--- src/rtl/mips_multicycle_controller.sv ---
// ============================================================================
// Module   : mips_multicycle_controller
// Purpose  : Multicycle MIPS control FSM with memory-ready stalls and a
//            retired-instruction counter. Define MCCTRL_JUMP_EN to add J.
// Revision : 1.0 - initial release
// ============================================================================
`default_nettype none

module mips_multicycle_controller #(
    parameter int INSTRET_W = 32
) (
    input  logic                 clk,
    input  logic                 reset,
    input  logic [5:0]           op,
    input  logic [5:0]           funct,
    input  logic                 zero,
    input  logic                 memready,
    output logic                 iord,
    output logic                 memwrite,
    output logic                 irwrite,
    output logic                 regdst,
    output logic                 memtoreg,
    output logic                 regwrite,
    output logic                 alusrca,
    output logic [1:0]           alusrcb,
    output logic [1:0]           pcsrc,
    output logic                 pcen,
    output logic [2:0]           alucontrol,
    output logic                 illegal,
    output logic [3:0]           state,
    output logic [INSTRET_W-1:0] instret
);

    typedef enum logic [3:0] {
        S_FETCH   = 4'd0,
        S_DECODE  = 4'd1,
        S_MEMADR  = 4'd2,
        S_MEMRD   = 4'd3,
        S_MEMWB   = 4'd4,
        S_MEMWR   = 4'd5,
        S_EXECUTE = 4'd6,
        S_ALUWB   = 4'd7,
        S_BRANCH  = 4'd8,
        S_ADDIEX  = 4'd9,
        S_ADDIWB  = 4'd10,
        S_JUMP    = 4'd11
    } state_t;

    localparam logic [5:0] c_OP_RTYPE = 6'b000000;
    localparam logic [5:0] c_OP_LW    = 6'b100011;
    localparam logic [5:0] c_OP_SW    = 6'b101011;
    localparam logic [5:0] c_OP_BEQ   = 6'b000100;
    localparam logic [5:0] c_OP_ADDI  = 6'b001000;
`ifdef MCCTRL_JUMP_EN
    localparam logic [5:0] c_OP_J     = 6'b000010;
`endif

    state_t               r_state;
    state_t               w_next;
    logic [INSTRET_W-1:0] r_instret;
    logic                 w_retire;
    logic                 w_pcwrite;
    logic                 w_branch;
    logic [1:0]           w_aluop;
    logic                 w_irwrite;
    logic                 w_memwrite;
    logic                 w_regwrite;
    logic                 w_illegal;

    always_ff @(posedge clk) begin
        if (reset) begin
            r_state   <= S_FETCH;
            r_instret <= '0;
        end else begin
            r_state <= w_next;
            if (w_retire) begin
                r_instret <= r_instret + 1'b1;
            end
        end
    end

    always_comb begin
        w_next     = S_FETCH;
        w_retire   = 1'b0;
        w_pcwrite  = 1'b0;
        w_branch   = 1'b0;
        w_aluop    = 2'b00;
        w_irwrite  = 1'b0;
        w_memwrite = 1'b0;
        w_regwrite = 1'b0;
        w_illegal  = 1'b0;
        iord       = 1'b0;
        regdst     = 1'b0;
        memtoreg   = 1'b0;
        alusrca    = 1'b0;
        alusrcb    = 2'b00;
        pcsrc      = 2'b00;
        case (r_state)
            S_FETCH: begin
                alusrcb   = 2'b01;
                w_irwrite = memready;
                w_pcwrite = memready;
                w_next    = memready ? S_DECODE : S_FETCH;
            end
            S_DECODE: begin
                alusrcb = 2'b11;
                case (op)
                    c_OP_LW, c_OP_SW: w_next = S_MEMADR;
                    c_OP_RTYPE:       w_next = S_EXECUTE;
                    c_OP_BEQ:         w_next = S_BRANCH;
                    c_OP_ADDI:        w_next = S_ADDIEX;
`ifdef MCCTRL_JUMP_EN
                    c_OP_J:           w_next = S_JUMP;
`endif
                    default: begin
                        w_next    = S_FETCH;
                        w_illegal = 1'b1;
                    end
                endcase
            end
            S_MEMADR: begin
                alusrca = 1'b1;
                alusrcb = 2'b10;
                w_next  = (op == c_OP_SW) ? S_MEMWR : S_MEMRD;
            end
            S_MEMRD: begin
                iord   = 1'b1;
                w_next = memready ? S_MEMWB : S_MEMRD;
            end
            S_MEMWB: begin
                memtoreg   = 1'b1;
                w_regwrite = 1'b1;
                w_retire   = 1'b1;
            end
            S_MEMWR: begin
                iord       = 1'b1;
                w_memwrite = 1'b1;
                w_next     = memready ? S_FETCH : S_MEMWR;
                w_retire   = memready;
            end
            S_EXECUTE: begin
                alusrca = 1'b1;
                w_aluop = 2'b10;
                w_next  = S_ALUWB;
            end
            S_ALUWB: begin
                regdst     = 1'b1;
                w_regwrite = 1'b1;
                w_retire   = 1'b1;
            end
            S_BRANCH: begin
                alusrca  = 1'b1;
                w_aluop  = 2'b01;
                pcsrc    = 2'b01;
                w_branch = 1'b1;
                w_retire = 1'b1;
            end
            S_ADDIEX: begin
                alusrca = 1'b1;
                alusrcb = 2'b10;
                w_next  = S_ADDIWB;
            end
            S_ADDIWB: begin
                w_regwrite = 1'b1;
                w_retire   = 1'b1;
            end
`ifdef MCCTRL_JUMP_EN
            S_JUMP: begin
                pcsrc     = 2'b10;
                w_pcwrite = 1'b1;
                w_retire  = 1'b1;
            end
`endif
            default: w_next = S_FETCH;
        endcase
    end

    always_comb begin
        alucontrol = 3'b010;
        case (w_aluop)
            2'b01: alucontrol = 3'b110;
            2'b10: begin
                case (funct)
                    6'b100010: alucontrol = 3'b110;
                    6'b100100: alucontrol = 3'b000;
                    6'b100101: alucontrol = 3'b001;
                    6'b101010: alucontrol = 3'b111;
                    default:   alucontrol = 3'b010;
                endcase
            end
            default: alucontrol = 3'b010;
        endcase
    end

    // Strobes are squashed during reset so an aborted access cannot commit.
    assign irwrite  = w_irwrite  & ~reset;
    assign memwrite = w_memwrite & ~reset;
    assign regwrite = w_regwrite & ~reset;
    assign illegal  = w_illegal  & ~reset;
    assign pcen     = (w_pcwrite | (w_branch & zero)) & ~reset;
    assign state    = r_state;
    assign instret  = r_instret;

endmodule

`default_nettype wire

--- config.mk ---
export PLATFORM = sky130hd
export DESIGN_NAME = mips_multicycle_controller
export DESIGN_NICKNAME = d
export VERILOG_FILES = /design/src/rtl/mips_multicycle_controller.sv
export SDC_FILE = /design/constraint.sdc
export NUM_CORES = 1
export LEC_CHECK = 0
export BUFFER_PORTS_ARGS = -buffer_cell sky130_fd_sc_hd__buf_4
export CORE_MARGIN = 3
export CORE_UTILIZATION = 55
export DETAILED_ROUTE_END_ITERATION = 8
export GPL_TIMING_DRIVEN = 0
export PLACE_DENSITY = 0.82
export SLEW_MARGIN = 25
export SYNTH_ARGS = -nofsm -noshare
export SYNTH_HDL_FRONTEND = slang
export SYNTH_SLANG_ARGS = --single-unit
--- constraint.sdc ---
create_clock -name clk -period 2.8 [get_ports clk]
set_clock_uncertainty 0.1 [all_clocks]
set_input_delay 0 -clock clk [delete_from_list [all_inputs] [get_ports clk]]
set_output_delay 0 -clock clk [all_outputs]
set_load 0.01 [all_outputs]
## Word-level counts from Yosys, hierarchy flattened

Index checks and enable logic that the tools add are counted.

| operators by class | value |
|---|---|
| $add $sub $neg | 1 |
| eq/ne operators | 20 |
| muxes and demuxes | 22 |
| bitwise operators | 8 |
| reductions and logical operators | 9 |

Operators with widths:

| cell | count |
|---|---|
| $eq 6x6->1 const B | 6 |
| $add 32x1->32 const B | 1 |
| $pmux 4 s7 | 1 |
| $eq 4x3->1 const B | 4 |
| $pmux 4 s4 | 1 |
| $eq 4x4->1 const B | 3 |
| $mux 1 | 12 |
| $pmux 3 s4 | 1 |
| $mux 3 | 3 |
| $eq 4x2->1 const B | 2 |
| $reduce_or 4->1 | 2 |
| $and 1x1->1 | 6 |
| $eq 6x3->1 const B | 1 |
| $eq 6x4->1 const B | 1 |
| $logic_not 6->1 | 1 |
| $pmux 2 s3 | 1 |
| $pmux 3 s2 | 1 |
| $reduce_or 2->1 | 3 |
| $reduce_or 5->1 | 1 |
| $eq 4x1->1 const B | 1 |
| $logic_not 4->1 | 1 |
| $pmux 2 s2 | 1 |
| $reduce_or 3->1 | 1 |
| $eq 2x1->1 const B | 1 |
| other kinds (4) | 4 |

| word-level totals | value |
|---|---|
| register bits | 36 |
| bits of input ports | 16 |
| output and inout bits | 52 |
| logic and storage cells | 62 |

## Depth between registers and ports, before layout

Gate-level depths: netlist (run 1).

| depth | value |
|---|---|
| depth after elaboration | 5 |
| depth in mapped cells | 7 |
| mapped depth without buffers | 6 |

## Least setup slack after synthesis (run 1)

OpenSTA, ideal clock, no wires.

| timing path | value |
|---|---|
| path kind | flip-flop to flip-flop |
| start point | register r_state[2] (netlist: state[2]) |
| end point | register r_instret[27] (netlist: instret[27]) |
| library setup time | 0.070 ns |
| arrival | 1.700 ns |
| required time | 2.630 ns |
| path slack | 0.930 ns |
| stages on the path, launching flop included | 7 |
| path buffers | 1 |
| period minus slack after synthesis | 1.870 ns |
| path through | dfxtp_1 -> buf_6 -> nand2b_4 -> o22a_4 -> a21o_4 -> or4_1 -> a21oi_1 |

| between the ends | value |
|---|---|
| word-level cells in the longest chain between the ends | 3 |
| elaborated cells between the ends (all ways) | 7 |
| classes of those cells | eq/ne: 5; mux: 1; reduce/logical: 1 |

RTL lines:

| element | line | RTL |
|---|---|---|
| from (decl) | 58 | `state_t r_state;` |
| from (signal assigned) | 75 | `r_state <= w_next;` |
| $eq 4x4->1 / $eq 4x3->1 (equally long branches) | 98 | `case (r_state)` |
| $reduce_or 4->1 (no line) | -- |  |
| $pmux 1 s2 * | 98 |  |
| to (signal assigned) | 77 | `r_instret <= r_instret + 1'b1;` |
| to (decl) | 60 | `logic [INSTRET_W-1:0] r_instret;` |

Every way passes the cells marked *; elsewhere a longest branch is shown, timed or not.
A chain may end at the register's enable or synchronous reset.

## Final worst setup path (run 1)

| timing path | value |
|---|---|
| start point | register r_state[0] (netlist: state[0]) |
| end point | output port alucontrol[1] |

| between the ends | value |
|---|---|
| word-level cells in the longest chain between the ends | 4 |
| elaborated cells between the ends (all ways) | 6 |
| classes of those cells | eq/ne: 4; mux: 2 |

RTL lines:

| element | line | RTL |
|---|---|---|
| $eq 4x4->1 / $eq 4x3->1 (equally long branches) | 98 |  |
| $pmux 2 s2 * | 98 |  |
| $eq 2x2->1 / $eq 2x1->1 (equally long branches) | 180 | `case (w_aluop)` |
| $pmux 3 s2 * | 180 |  |
| to (decl) | 28 | `output logic [2:0] alucontrol,` |

Marked as above.

==> results of run 1 <==
## metrics by stage
stage,util,cells,power (mW)
2_1_floorplan,-,282,0.563
3_3_place_gp,0.737,396,0.598
3_5_place_dp,0.737,396,0.600
4_1_cts,0.769,407,0.987
5_1_grt,0.769,407,1.02
6_report,0.769,407,0.983
## kinds of logic (layout without fill, tap and decap cells)
logic type,after synthesis,after routing,synth area share
AOI/OAI and AO/OA,66,66,0.202
xor gates and xnor gates,19,19,0.0749
muxes,3,3,0.0146
other,1,1,0.00169
buffers and inverters,23,100,0.0495
DFF,36,36,0.324
adders and majority gates,3,3,0.0169
and+or+nand+nor,131,131,0.316
## cell type report
| type | instances | area share |
|---|---|---|
| plain buffers | 17 | 0.0302 |
| multi-input cells | 223 | 0.480 |
| repair buffers | 69 | 0.181 |
| clock buffers | 7 | 0.0298 |
| well taps | 48 | 0.0207 |
| inverters | 6 | 0.00776 |
| flip-flops and latches | 36 | 0.248 |
| clock inverters | 1 | 0.00259 |
## layout by cell type, fill, tap and decap left out, drive strengths merged, types with 4 or more instances in the layout
master   n
nand3   15
or3      7
and4     4
a211oi   6
clkbuf  19
or4      7
and3     6
nor3b    5
dfxtp   36
nand4    6
nand2   19
o31ai    7
a21oi   22
xnor2   15
o21ai    9
nor2    34
nand2b   6
buf     71
xor2     4
nor2b    5
nor3    10
inv      6
## state kept, by name, summed over array words and instances, names as in the netlist
signal and flops:
instret 32, state 4
## where the power goes
group	internal [mW]	leakage, nW	switching, mW
registers	0.513	0.290	0.00191
logic	0.0374	0.738	0.0410
clock network	0.200	0.0445	0.189
total	0.750	1.07	0.232
## per-layer routing
| layer | up-vias | part of all wire | global-route usage |
|---|---|---|---|
| met5 | - | 0 | 0 |
| met2 | 91 | 0.47 | 0.391 |
| met1 | 1088 | 0.45 | 0.322 |
| met4 | 0 | 0.0061 | 0.0651 |
| li1 | 1180 | - | - |
| met3 | 4 | 0.072 | 0.0580 |
## worst max-delay path, delay by kind of cell (launching register included)
family	cells	cell delay (ns)
DFF	1	0.41
buffers and inverters	3	0.56
adders and majority gates	1	0.30
AOI/OAI and AO/OA	1	0.25
and+or+nand+nor	2	0.38
## worst paths after layout
| kind | slack [ns] | start | to | cells past startpoint |
|---|---|---|---|---|
| setup / recovery | 0.54 | state[0]$_SDFF_PP0_ | alucontrol[1] | 7 |
| hold / removal | 0.02 | reset | instret[28]$_SDFFE_PP0P_ | 3 |
| setup reg to reg | 0.63 | state[0]$_SDFF_PP0_ | state[0]$_SDFF_PP0_ | 6 |
| hold reg to reg | 0.39 | instret[31]$_SDFFE_PP0P_ | instret[31]$_SDFFE_PP0P_ | 2 |
==> impl_metrics.sql, run 1 <==
INSERT INTO impl_metrics (metric_group, metric, value, unit) VALUES
('clock_tree', 'clkSlewWorstSetupHoldPaths', '0.07', 'ns'),
('pwr', 'power.density_cell_area', '339', 'mW/mm2'),
('final_layout', 'footprint_of_the_multi_input_gates', '0.00139', 'mm2'),
('pwr', 'p_leak', '1.07', 'nW'),
('clock_tree', 'cts-root-to-sink-buffers', '2', ''),
('final_layout', 'p_r_area_growth_vs_syn', '30.6', '%'),
('synthesis', 'netlist-cell-type-count', '48', ''),
('setup_path', 'cp.required', '2.70', 'ns'),
('route', 'totalWireLength', '5930', 'um'),
('setup_path', 'startpoint_type', 'flip-flop', ''),
('clock_tree', 'cts_tree', 'yes', ''),
('synthesis', 'post_synth_instance_area', '0.00222', 'mm2'),
('sta', 'final-hold-violation-count', '0', ''),
('global_routing', 'track_usage', '0.242', ''),
('synthesis', 'synthArstFlopShare', '0', ''),
('global_routing', 'grt_pass1_vias', '2203', ''),
('clock_tree', 'clkLatencyLatePin', '0.29', 'ns'),
('route', 'route.detailed.drc', '0', ''),
('global_routing', 'largest_net_degree_at_the_start_of_global_routing', '12', ''),
('synthesis', 'synth_edf_count', '0', ''),
('die', 'fp.dieH', '69.6', 'um'),
('sta', 'period_minus_slack', '2.26', 'ns'),
('final_layout', 'register_area', '721', 'um2'),
('place', 'place.detailed.hpwl', '4250', 'um'),
('setup_path', 'worstSetupPathType', 'reg2out', ''),
('die', 'core_area', '0.00377', 'mm2'),
('synthesis', 'synth_top_area_share', '0.324', ''),
('setup_path', 'critical_path_peak_fanout', '10', ''),
('final_layout', 'num-nets-final', '377', ''),
('sta', 'maximum_frequency_from_static_timing_analysis', '442', 'MHz'),
('synthesis', 'avgSynthCellArea', '7.88', 'um2'),
('final_layout', 'final.fill_count', '300', ''),
('route', 'dr_total_vias', '2363', ''),
('synthesis', 'dominantRegCellSynth', 'dfxtp_1', ''),
('pwr', 'ir_drop', '337', 'uV'),
('route', 'dr.first_iter.drc_count', '226', ''),
('setup_path', 'critPathMaxStageDelay', '0.41', 'ns'),
('sta', 'fin_ws', '0.537', 'ns'),
('sta', 'timing.max_slew.rel_slack', '0.633', ''),
('final_layout', 'insertedDiodeCount', '0', ''),
('worst_hold_path', 'hold_path.class', 'in2reg', ''),
('setup_path', 'cp_cell_sequence', 'clkbuf_1 -> nand2b_1 -> or2_2 -> inv_1 -> ha_1 -> a211o_1 -> buf_4', ''),
('clock_tree', 'cts_post_setup_buffers_inserted', '0', ''),
('clock_tree', 'cts_repair_resize_count', '0', ''),
('die', 'dieArea', '0.00484', 'mm2'),
('sta', 'rsz0062_at_grt', 'false', ''),
('synthesis', 'netlist_top_cells_area', 'dfxtp_1 (32%), xnor2_1 (5.9%), nor2_1 (5.7%), a21oi_1 (5.0%), nand2_1 (3.2%)', ''),
('die', 'chipWidth', '69.6', 'um'),
('route', 'routedWlPerCell', '14.6', 'um'),
('clock_tree', 'cts_htree_levels', '2', ''),
('synthesis', 'synthesis.nets', '301', ''),
('run', 'drv_cap', '0', ''),
('clock_tree', 'clock_tree.root_cell', 'clkbuf_8', ''),
('final_layout', 'layout-drive-gt1-share', '0.245', ''),
('place', 'dp_worst_setup_slack', '0.668', 'ns'),
('sta', 'slew_violations', '0', ''),
('sta', 'holdWs', '0.0224', 'ns'),
('synthesis', 'synth_common_cells', 'dfxtp_1 (36), nor2_1 (34), a21oi_1 (22)', ''),
('setup_path', 'critPathCaptureType', 'primary output', ''),
('setup_path', 'cp.arrival', '2.16', 'ns'),
('die', 'initial_core_util', '0.589', ''),
('final_layout', 'final_area', '0.00290', 'mm2'),
('route', 'first_pass_iters', '7', ''),
('place', 'buffers_on_ports', '66', ''),
('synthesis', 'synth.ff_latch_count', '36', ''),
('sta', 'finalCritPeriodShare', '0.808', ''),
('run_status', 'run_status', 'completed', ''),
('clock_tree', 'cts_buffers', '5', ''),
('sta', 'setup_viol', '0', ''),
('sta', 'setup_tns', '0', 'ns'),
('global_routing', 'grt_overflow', '0', '');
No activity file was read; power rests on OpenSTA's default activity.
==> run 2, diff against run 1 <==
--- a/config.mk
+++ b/config.mk
@@ -5,12 +5,13 @@
 export SDC_FILE = /design/constraint.sdc
 export NUM_CORES = 1
 export LEC_CHECK = 0
+export ABC_AREA = 1
 export BUFFER_PORTS_ARGS = -buffer_cell sky130_fd_sc_hd__buf_4
 export CORE_MARGIN = 3
-export CORE_UTILIZATION = 55
+export CORE_UTILIZATION = 52
 export DETAILED_ROUTE_END_ITERATION = 8
 export GPL_TIMING_DRIVEN = 0
-export PLACE_DENSITY = 0.82
+export PLACE_DENSITY = 0.77
 export SLEW_MARGIN = 25
 export SYNTH_ARGS = -nofsm -noshare
 export SYNTH_HDL_FRONTEND = slang
==> constraint.sdc (replaced) <==
create_clock -name clk -period 2.2 [get_ports clk]
set_clock_uncertainty 0.1 [all_clocks]
set_input_delay 0 -clock clk [delete_from_list [all_inputs] [get_ports clk]]
set_output_delay 0 -clock clk [all_outputs]
set_load 0.01 [all_outputs]
==> run 2 against run 1 <==
Compared with the run above: final area is 4.4% higher; highest routed layer unchanged; combinational power is 15% higher; synthesized cell count is 44% higher; clock power is 20% higher; synthesized area is 7.7% higher.
==> impl_metrics.sql, run 2 <==
INSERT INTO impl_metrics (metric_group, metric, value, unit) VALUES
('run_status', 'run_status', 'completed', ''),
('clock_tree', 'clkLatencyLatePin', '0.29', 'ns'),
('sta', 'holdWs', '0.0539', 'ns'),
('worst_hold_path', 'hold_path.class', 'in2reg', ''),
('final_layout', 'layout-drive-gt1-share', '0.194', ''),
('die', 'initial_core_util', '0.542', ''),
('sta', 'setup_viol', '0', ''),
('route', 'totalWireLength', '6450', 'um'),
('route', 'final_antenna_net_count', '0', ''),
('die', 'chipWidth', '73.8', 'um'),
('synthesis', 'synthCells', '407', ''),
('sta', 'final-hold-violation-count', '0', ''),
('synthesis', 'synth_edf_count', '0', ''),
('global_routing', 'track_usage', '0.249', ''),
('setup_path', 'cp.required', '2.27', 'ns'),
('pwr', 'ir_drop', '273', 'uV'),
('run', 'drv_cap', '0', ''),
('sta', 'period_minus_slack', '1.98', 'ns'),
('final_layout', 'final_cell_mix', 'nand2_1 (111), nor2_1 (73), buf_4 (69)', ''),
('final_layout', 'final_common_cell', 'nand2_1', ''),
('place', 'place_area', '0.00295', 'mm2'),
('synthesis', 'synth.most_common_cell', 'nand2_1', ''),
('route', 'dr_total_vias', '2730', ''),
('global_routing', 'grt_overflow', '0', ''),
('place', 'buffers_on_ports', '65', ''),
('clock_tree', 'cts.sink_count', '36', ''),
('clock_tree', 'cts_tree', 'yes', ''),
('final_layout', 'final_core_util', '0.686', ''),
('synthesis', 'synthesis.nets', '426', ''),
('pwr', 'power.density_cell_area', '400', 'mW/mm2'),
('setup_path', 'critPathCaptureType', 'flip-flop', ''),
('global_routing', 'grt_antenna_before_repair', '0', ''),
('final_layout', 'insertedDiodeCount', '0', ''),
('route', 'detailed_route_vias_per_instance', '5.14', ''),
('die', 'floorplan.io_pins', '68', ''),
('synthesis', 'yosys_warnings', '0', ''),
('global_routing', 'grt_pass1_wl', '10700', 'um'),
('synthesis', 'avgSynthCellArea', '5.88', 'um2'),
('synthesis', 'synth_top_area_cell', 'dfxtp_1', ''),
('sta', 'setup_tns', '0', 'ns'),
('sta', 'timing.max_slew.rel_slack', '0.604', ''),
('final_layout', 'largest_reg_flops', '32', ''),
('setup_path', 'critical_path_peak_fanout', '6', ''),
('pwr', 'p_leak', '1.46', 'nW'),
('synthesis', 'post_synth_instance_area', '0.00239', 'mm2'),
('place', 'finalWeightedCongestion', '0.921', ''),
('pwr', 'fin_total_pwr', '1.21', 'mW'),
('clock_tree', 'clkSlewWorstSetupHoldPaths', '0.07', 'ns'),
('setup_path', 'worstSetupPathType', 'reg2reg', ''),
('place', 'place.detailed.hpwl', '4890', 'um'),
('final_layout', 'final.fill_count', '442', ''),
('route', 'dr.first_iter.drc_count', '175', ''),
('global_routing', 'largest_net_degree_at_the_start_of_global_routing', '11', ''),
('synthesis', 'synthArstFlopShare', '0', ''),
('route', 'route.detailed.drc', '0', ''),
('final_layout', 'num-nets-final', '498', ''),
('die', 'core_area', '0.00441', 'mm2'),
('synthesis', 'yosysSeqAreaShare', '0.301', ''),
('route', 'routedWlPerCell', '12.2', 'um'),
('sta', 'finalCritPeriodShare', '0.901', ''),
('route', 'first_pass_iters', '4', ''),
('sta', 'maximum_frequency_from_static_timing_analysis', '504', 'MHz'),
('setup_path', 'cp.arrival', '2.05', 'ns'),
('final_layout', 'p_r_area_growth_vs_syn', '26.6', '%'),
('final_layout', 'final_area', '0.00303', 'mm2'),
('clock_tree', 'post_cts_hold_buffer_count', '0', ''),
('synthesis', 'netlist-cell-type-count', '30', ''),
('clock_tree', 'cts_htree_levels', '2', ''),
('clock_tree', 'cts_buffers', '5', ''),
('setup_path', 'startpoint_type', 'flip-flop', ''),
('synthesis', 'synth_top_area_share', '0.301', ''),
('synthesis', 'netlist_top_cells_area', 'dfxtp_1 (30%), nand2_1 (17%), nor2_1 (11%), inv_1 (8.9%), nand3_1 (7.5%)', ''),
('synthesis', 'synth.ff_latch_count', '36', ''),
('sta', 'rsz0062_at_grt', 'false', ''),
('sta', 'worst_slew_pin_slew', '0.594', 'ns'),
('clock_tree', 'cts-root-to-sink-buffers', '2', ''),
('die', 'dieArea', '0.00545', 'mm2'),
('synthesis', 'synth_common_cells', 'nand2_1 (111), nor2_1 (73), inv_1 (57)', ''),
('global_routing', 'grt_pass1_vias', '2368', ''),
('synthesis', 'dominantRegCellSynth', 'dfxtp_1', ''),
('clock_tree', 'clock_tree.root_cell', 'clkbuf_8', ''),
('sta', 'slew_violations', '0', ''),
('die', 'fp.dieH', '73.8', 'um'),
('die', 'rows', '24', '');
[run 2: cell types whose count changed in the layout (fill, tap and decap cells not counted), moves of 9 or more]
cell / delta
nand2_1: +92
clkbuf_1: -9
xnor2_1: -15
nand3_1: +22
nand4_1: +15
inv_1: +51
nor2_1: +39
[run 2: worst max-delay path, stage by stage (launching register included)]
cell     delay, ns
dfxtp_1       0.39
ha_1          0.29
nand2_1       0.09
nor2_2        0.17
nand3_2       0.12
nor2_1        0.40
nand4_1       0.15
nand2_1       0.10
nor2_1        0.04
[run 2: power breakdown]
group	internal (mW)	switching, mW	leakage, nW
logic	0.0400	0.0502	1.13
registers	0.653	0.00342	0.290
clock network	0.216	0.251	0.0410
total	0.909	0.304	1.46
[run 2: what timing repair did]
action,in CTS,in global routing
setup buffers,0,0
gates resized for setup,0,1
endpoints found under the setup margin,0,1
[run 2: final timing paths]
check | startpoint | end | slack [ns] | cells past startpoint
worst max-delay path | instret[0]$_SDFFE_PP0P_ | instret[30]$_SDFFE_PP0P_ | 0.22 | 8
worst min-delay path | op[2] | state[0]$_SDFF_PP0_ | 0.05 | 4
worst max register to register | instret[0]$_SDFFE_PP0P_ | instret[30]$_SDFFE_PP0P_ | 0.22 | 8
worst min register to register | instret[0]$_SDFFE_PP0P_ | instret[0]$_SDFFE_PP0P_ | 0.40 | 1
[run 2: cells by family after synthesis]
logic type	synth area share
buffers and inverters	0.131
xor gates and xnor gates	0.00732
and+or+nand+nor	0.470
DFF	0.301
AOI/OAI and AO/OA	0.0737
other	0.00157
adders and majority gates	0.0157
[run 2: per-stage QoR]
| step | std cells | setup slack [ns] |
|---|---|---|
| after floorplan | 407 | 0.522 |
| after global placement | 524 | 0.245 |
| after detailed placement | 524 | 0.243 |
| after CTS | 531 | 0.167 |
| after global routing | 531 | 0.0115 |
| final | 531 | 0.218 |
[run 2: layout make-up]
cell class                      count  area (um2)  area share
Buffer                             14        87.6      0.0289
Clock buffer                        6        72.6      0.0240
Clock inverter                      1        5.00     0.00165
Inverter                           60         225      0.0743
Multi-Input combinational cell    297        1370       0.451
Sequential cell                    36         721       0.238
Tap cell                           52        65.1      0.0215
Timing Repair Buffer               65         488       0.161
[run 2: layer usage]
layer	up-vias	wire (um)	global-route usage
met5	-	0	0
met1	1218	3020	0.330
li1	1428	-	-
met4	0	123	0.0845
met2	70	2960	0.398
met3	14	351	0.0534
==> run 3, diff against run 2 <==
--- a/config.mk
+++ b/config.mk
@@ -12,6 +12,7 @@
 export DETAILED_ROUTE_END_ITERATION = 8
 export GPL_TIMING_DRIVEN = 0
 export PLACE_DENSITY = 0.77
+export REMOVE_ABC_BUFFERS = 1
 export SLEW_MARGIN = 25
 export SYNTH_ARGS = -nofsm -noshare
 export SYNTH_HDL_FRONTEND = slang
==> run 3 against run 2 <==
Compared with the run above: setup slack worse by 0.023 ns; hold slack worse by 0.047 ns; critical path type unchanged; clock power up 28%; largest cell class unchanged.
==> impl_metrics.sql, run 3 (synthesized netlist as in run 2, its figures left out) <==
INSERT INTO impl_metrics (metric_group, metric, value, unit) VALUES
('route', 'routedWlPerCell', '11.9', 'um'),
('route', 'detailed_route_vias_per_instance', '5.18', ''),
('die', 'rows', '24', ''),
('route', 'first_pass_iters', '4', ''),
('sta', 'finalCritPeriodShare', '0.912', ''),
('sta', 'slew_violations', '0', ''),
('final_layout', 'final_common_cell', 'nand2_1', ''),
('clock_tree', 'clock_tree.root_cell', 'clkbuf_8', ''),
('sta', 'rsz0062_at_grt', 'false', ''),
('final_layout', 'num-nets-final', '487', ''),
('setup_path', 'critical_path_peak_fanout', '30', ''),
('global_routing', 'grt_pass1_vias', '2218', ''),
('global_routing', 'grt_antenna_before_repair', '0', ''),
('route', 'dr_total_vias', '2700', ''),
('die', 'floorplan.io_pins', '68', ''),
('die', 'core_area', '0.00441', 'mm2'),
('route', 'totalWireLength', '6200', 'um'),
('setup_path', 'cp.required', '2.29', 'ns'),
('run', 'drv_cap', '0', ''),
('final_layout', 'p_r_area_growth_vs_syn', '26.2', '%'),
('sta', 'timing.max_slew.rel_slack', '0.514', ''),
('sta', 'worst_slew_pin_slew', '0.728', 'ns'),
('place', 'placedCellCount', '511', ''),
('place', 'dp_worst_setup_slack', '-0.263', 'ns'),
('setup_path', 'startpoint_type', 'flip-flop', ''),
('sta', 'fin_ws', '0.195', 'ns'),
('route', 'dr.first_iter.drc_count', '181', ''),
('sta', 'period_minus_slack', '2.01', 'ns'),
('pwr', 'ir_drop', '669', 'uV'),
('setup_path', 'critPathMaxStageDelay', '0.46', 'ns'),
('setup_path', 'worstSetupPathType', 'reg2reg', ''),
('die', 'dieArea', '0.00545', 'mm2'),
('pwr', 'p_leak', '1.44', 'nW'),
('pwr', 'power.density_cell_area', '443', 'mW/mm2'),
('die', 'initial_core_util', '0.542', ''),
('setup_path', 'crit_path_top_delay_cell', 'o21ai_1', ''),
('run_status', 'run_status', 'completed', ''),
('final_layout', 'fin_cells', '521', ''),
('worst_hold_path', 'hold_path.class', 'in2reg', ''),
('setup_path', 'cp_cell_sequence', 'nor2_1 -> o21ai_1 -> nand3_4 -> nand3_1 -> nand2_1 -> nand2_1 -> nor2_1', ''),
('place', 'place.detailed.hpwl', '4320', 'um'),
('place', 'finalWeightedCongestion', '0.843', ''),
('clock_tree', 'clkLatencyLatePin', '0.29', 'ns'),
('global_routing', 'track_usage', '0.223', ''),
('setup_path', 'critPathCaptureType', 'flip-flop', ''),
('clock_tree', 'cts_htree_levels', '2', ''),
('setup_path', 'cp.arrival', '2.10', 'ns'),
('setup_path', 'top_cell_family_by_delay_on_the_critical_path', 'simple AND/OR/NAND/NOR gates', ''),
('place', 'buffers_on_ports', '66', ''),
('global_routing', 'largest_net_degree_at_the_start_of_global_routing', '61', ''),
('die', 'chipWidth', '73.8', 'um'),
('final_layout', 'layout-drive-gt1-share', '0.190', ''),
('final_layout', 'final_cell_mix', 'nand2_1 (111), nor2_1 (72), buf_4 (66)', ''),
('sta', 'maximum_frequency_from_static_timing_analysis', '499', 'MHz'),
('route', 'final_antenna_net_count', '0', ''),
('route', 'route.detailed.drc', '0', ''),
('clock_tree', 'cts-root-to-sink-buffers', '2', ''),
('clock_tree', 'clkSlewWorstSetupHoldPaths', '0.07', 'ns'),
('final_layout', 'insertedDiodeCount', '0', ''),
('global_routing', 'grt_pass1_wl', '9760', 'um'),
('final_layout', 'largest_reg_flops', '32', ''),
('clock_tree', 'cts.sink_count', '36', ''),
('clock_tree', 'cts_tree', 'yes', ''),
('clock_tree', 'cts_buffers', '5', ''),
('setup_path', 'worstPathBufferInverterCount', '0', ''),
('sta', 'setup_viol', '0', ''),
('global_routing', 'grt_overflow', '0', ''),
('die', 'fp.dieH', '73.8', 'um'),
('sta', 'final-hold-violation-count', '0', '');
==> run 3: changes by cell type in the layout (fill, tap and decap cells not counted), moves of 2 or more <==
| cell | delta |
|---|---|
| buf_4 | -3 |
| nand3_4 | +2 |
| buf_6 | -2 |
| buf_2 | -4 |
| clkbuf_1 | -4 |
==> run 3: cell type report <==
cell class              instances  area [um2]
clock inverters                 3        42.5
fillers                       409        1390
flip-flops and latches         36         722
well taps                      52        65.1
repair buffers                 67         505
clock buffers                   5        68.8
multi-input cells             298        1390
inverters                      60         225
==> run 3: worst register-to-register path, delay by kind of cell (launching register included) <==
family | cells | cell delay (ns)
and+or+nand+nor | 6 | 0.91
AOI/OAI and AO/OA | 1 | 0.46
DFF | 1 | 0.43
==> run 3: final timing paths <==
| path | slack (ns) | from | cells after the start | end |
|---|---|---|---|---|
| worst max-delay path | 0.19 | state[0]$_SDFF_PP0_ | 7 | instret[28]$_SDFFE_PP0P_ |
| worst max register to register | 0.19 | state[0]$_SDFF_PP0_ | 7 | instret[28]$_SDFFE_PP0P_ |
| worst min register to register | 0.41 | instret[0]$_SDFFE_PP0P_ | 1 | instret[0]$_SDFFE_PP0P_ |
| worst min-delay path | 0.007 | op[2] | 4 | state[0]$_SDFF_PP0_ |
==> run 3: layer usage <==
metal	global-route usage	part of all wire	up-vias
met4	0.0342	0.0052	0
met1	0.296	0.46	1200
met3	0.0547	0.057	5
li1	-	-	1420
met5	0	0	-
met2	0.372	0.48	75
==> run 3: stage by stage <==
stage	hold WS [ns]	total power [mW]	util	TNS (ns)	instance area, um2
detailed placement	0.239	0.757	0.649	-4.89	2870
global route	0.0152	1.38	0.685	0	3020
CTS	0.00981	1.35	0.679	0	3000
floorplan	-0.0559	0.710	-	0	2310
finish	0.00660	1.34	0.685	0	3020
global placement	0.234	0.756	0.649	-2.41	2870
==> run 3: power breakdown <==
group	internal [mW]	total (mW)	leakage, nW	switching, mW
Combinational	0.0394	0.0884	1.09	0.0490
Clock	0.336	0.596	0.0541	0.261
Sequential	0.653	0.655	0.291	0.00279
Total	1.03	1.34	1.44	0.312
==> run 3: repair_timing <==
item,CTS,global route
setup endpoints to repair,32,13
cloned,0,1
hold endpoints to repair,14,0
gates resized for setup,2,3
hold buffers,1,0
buffers inserted,0,0
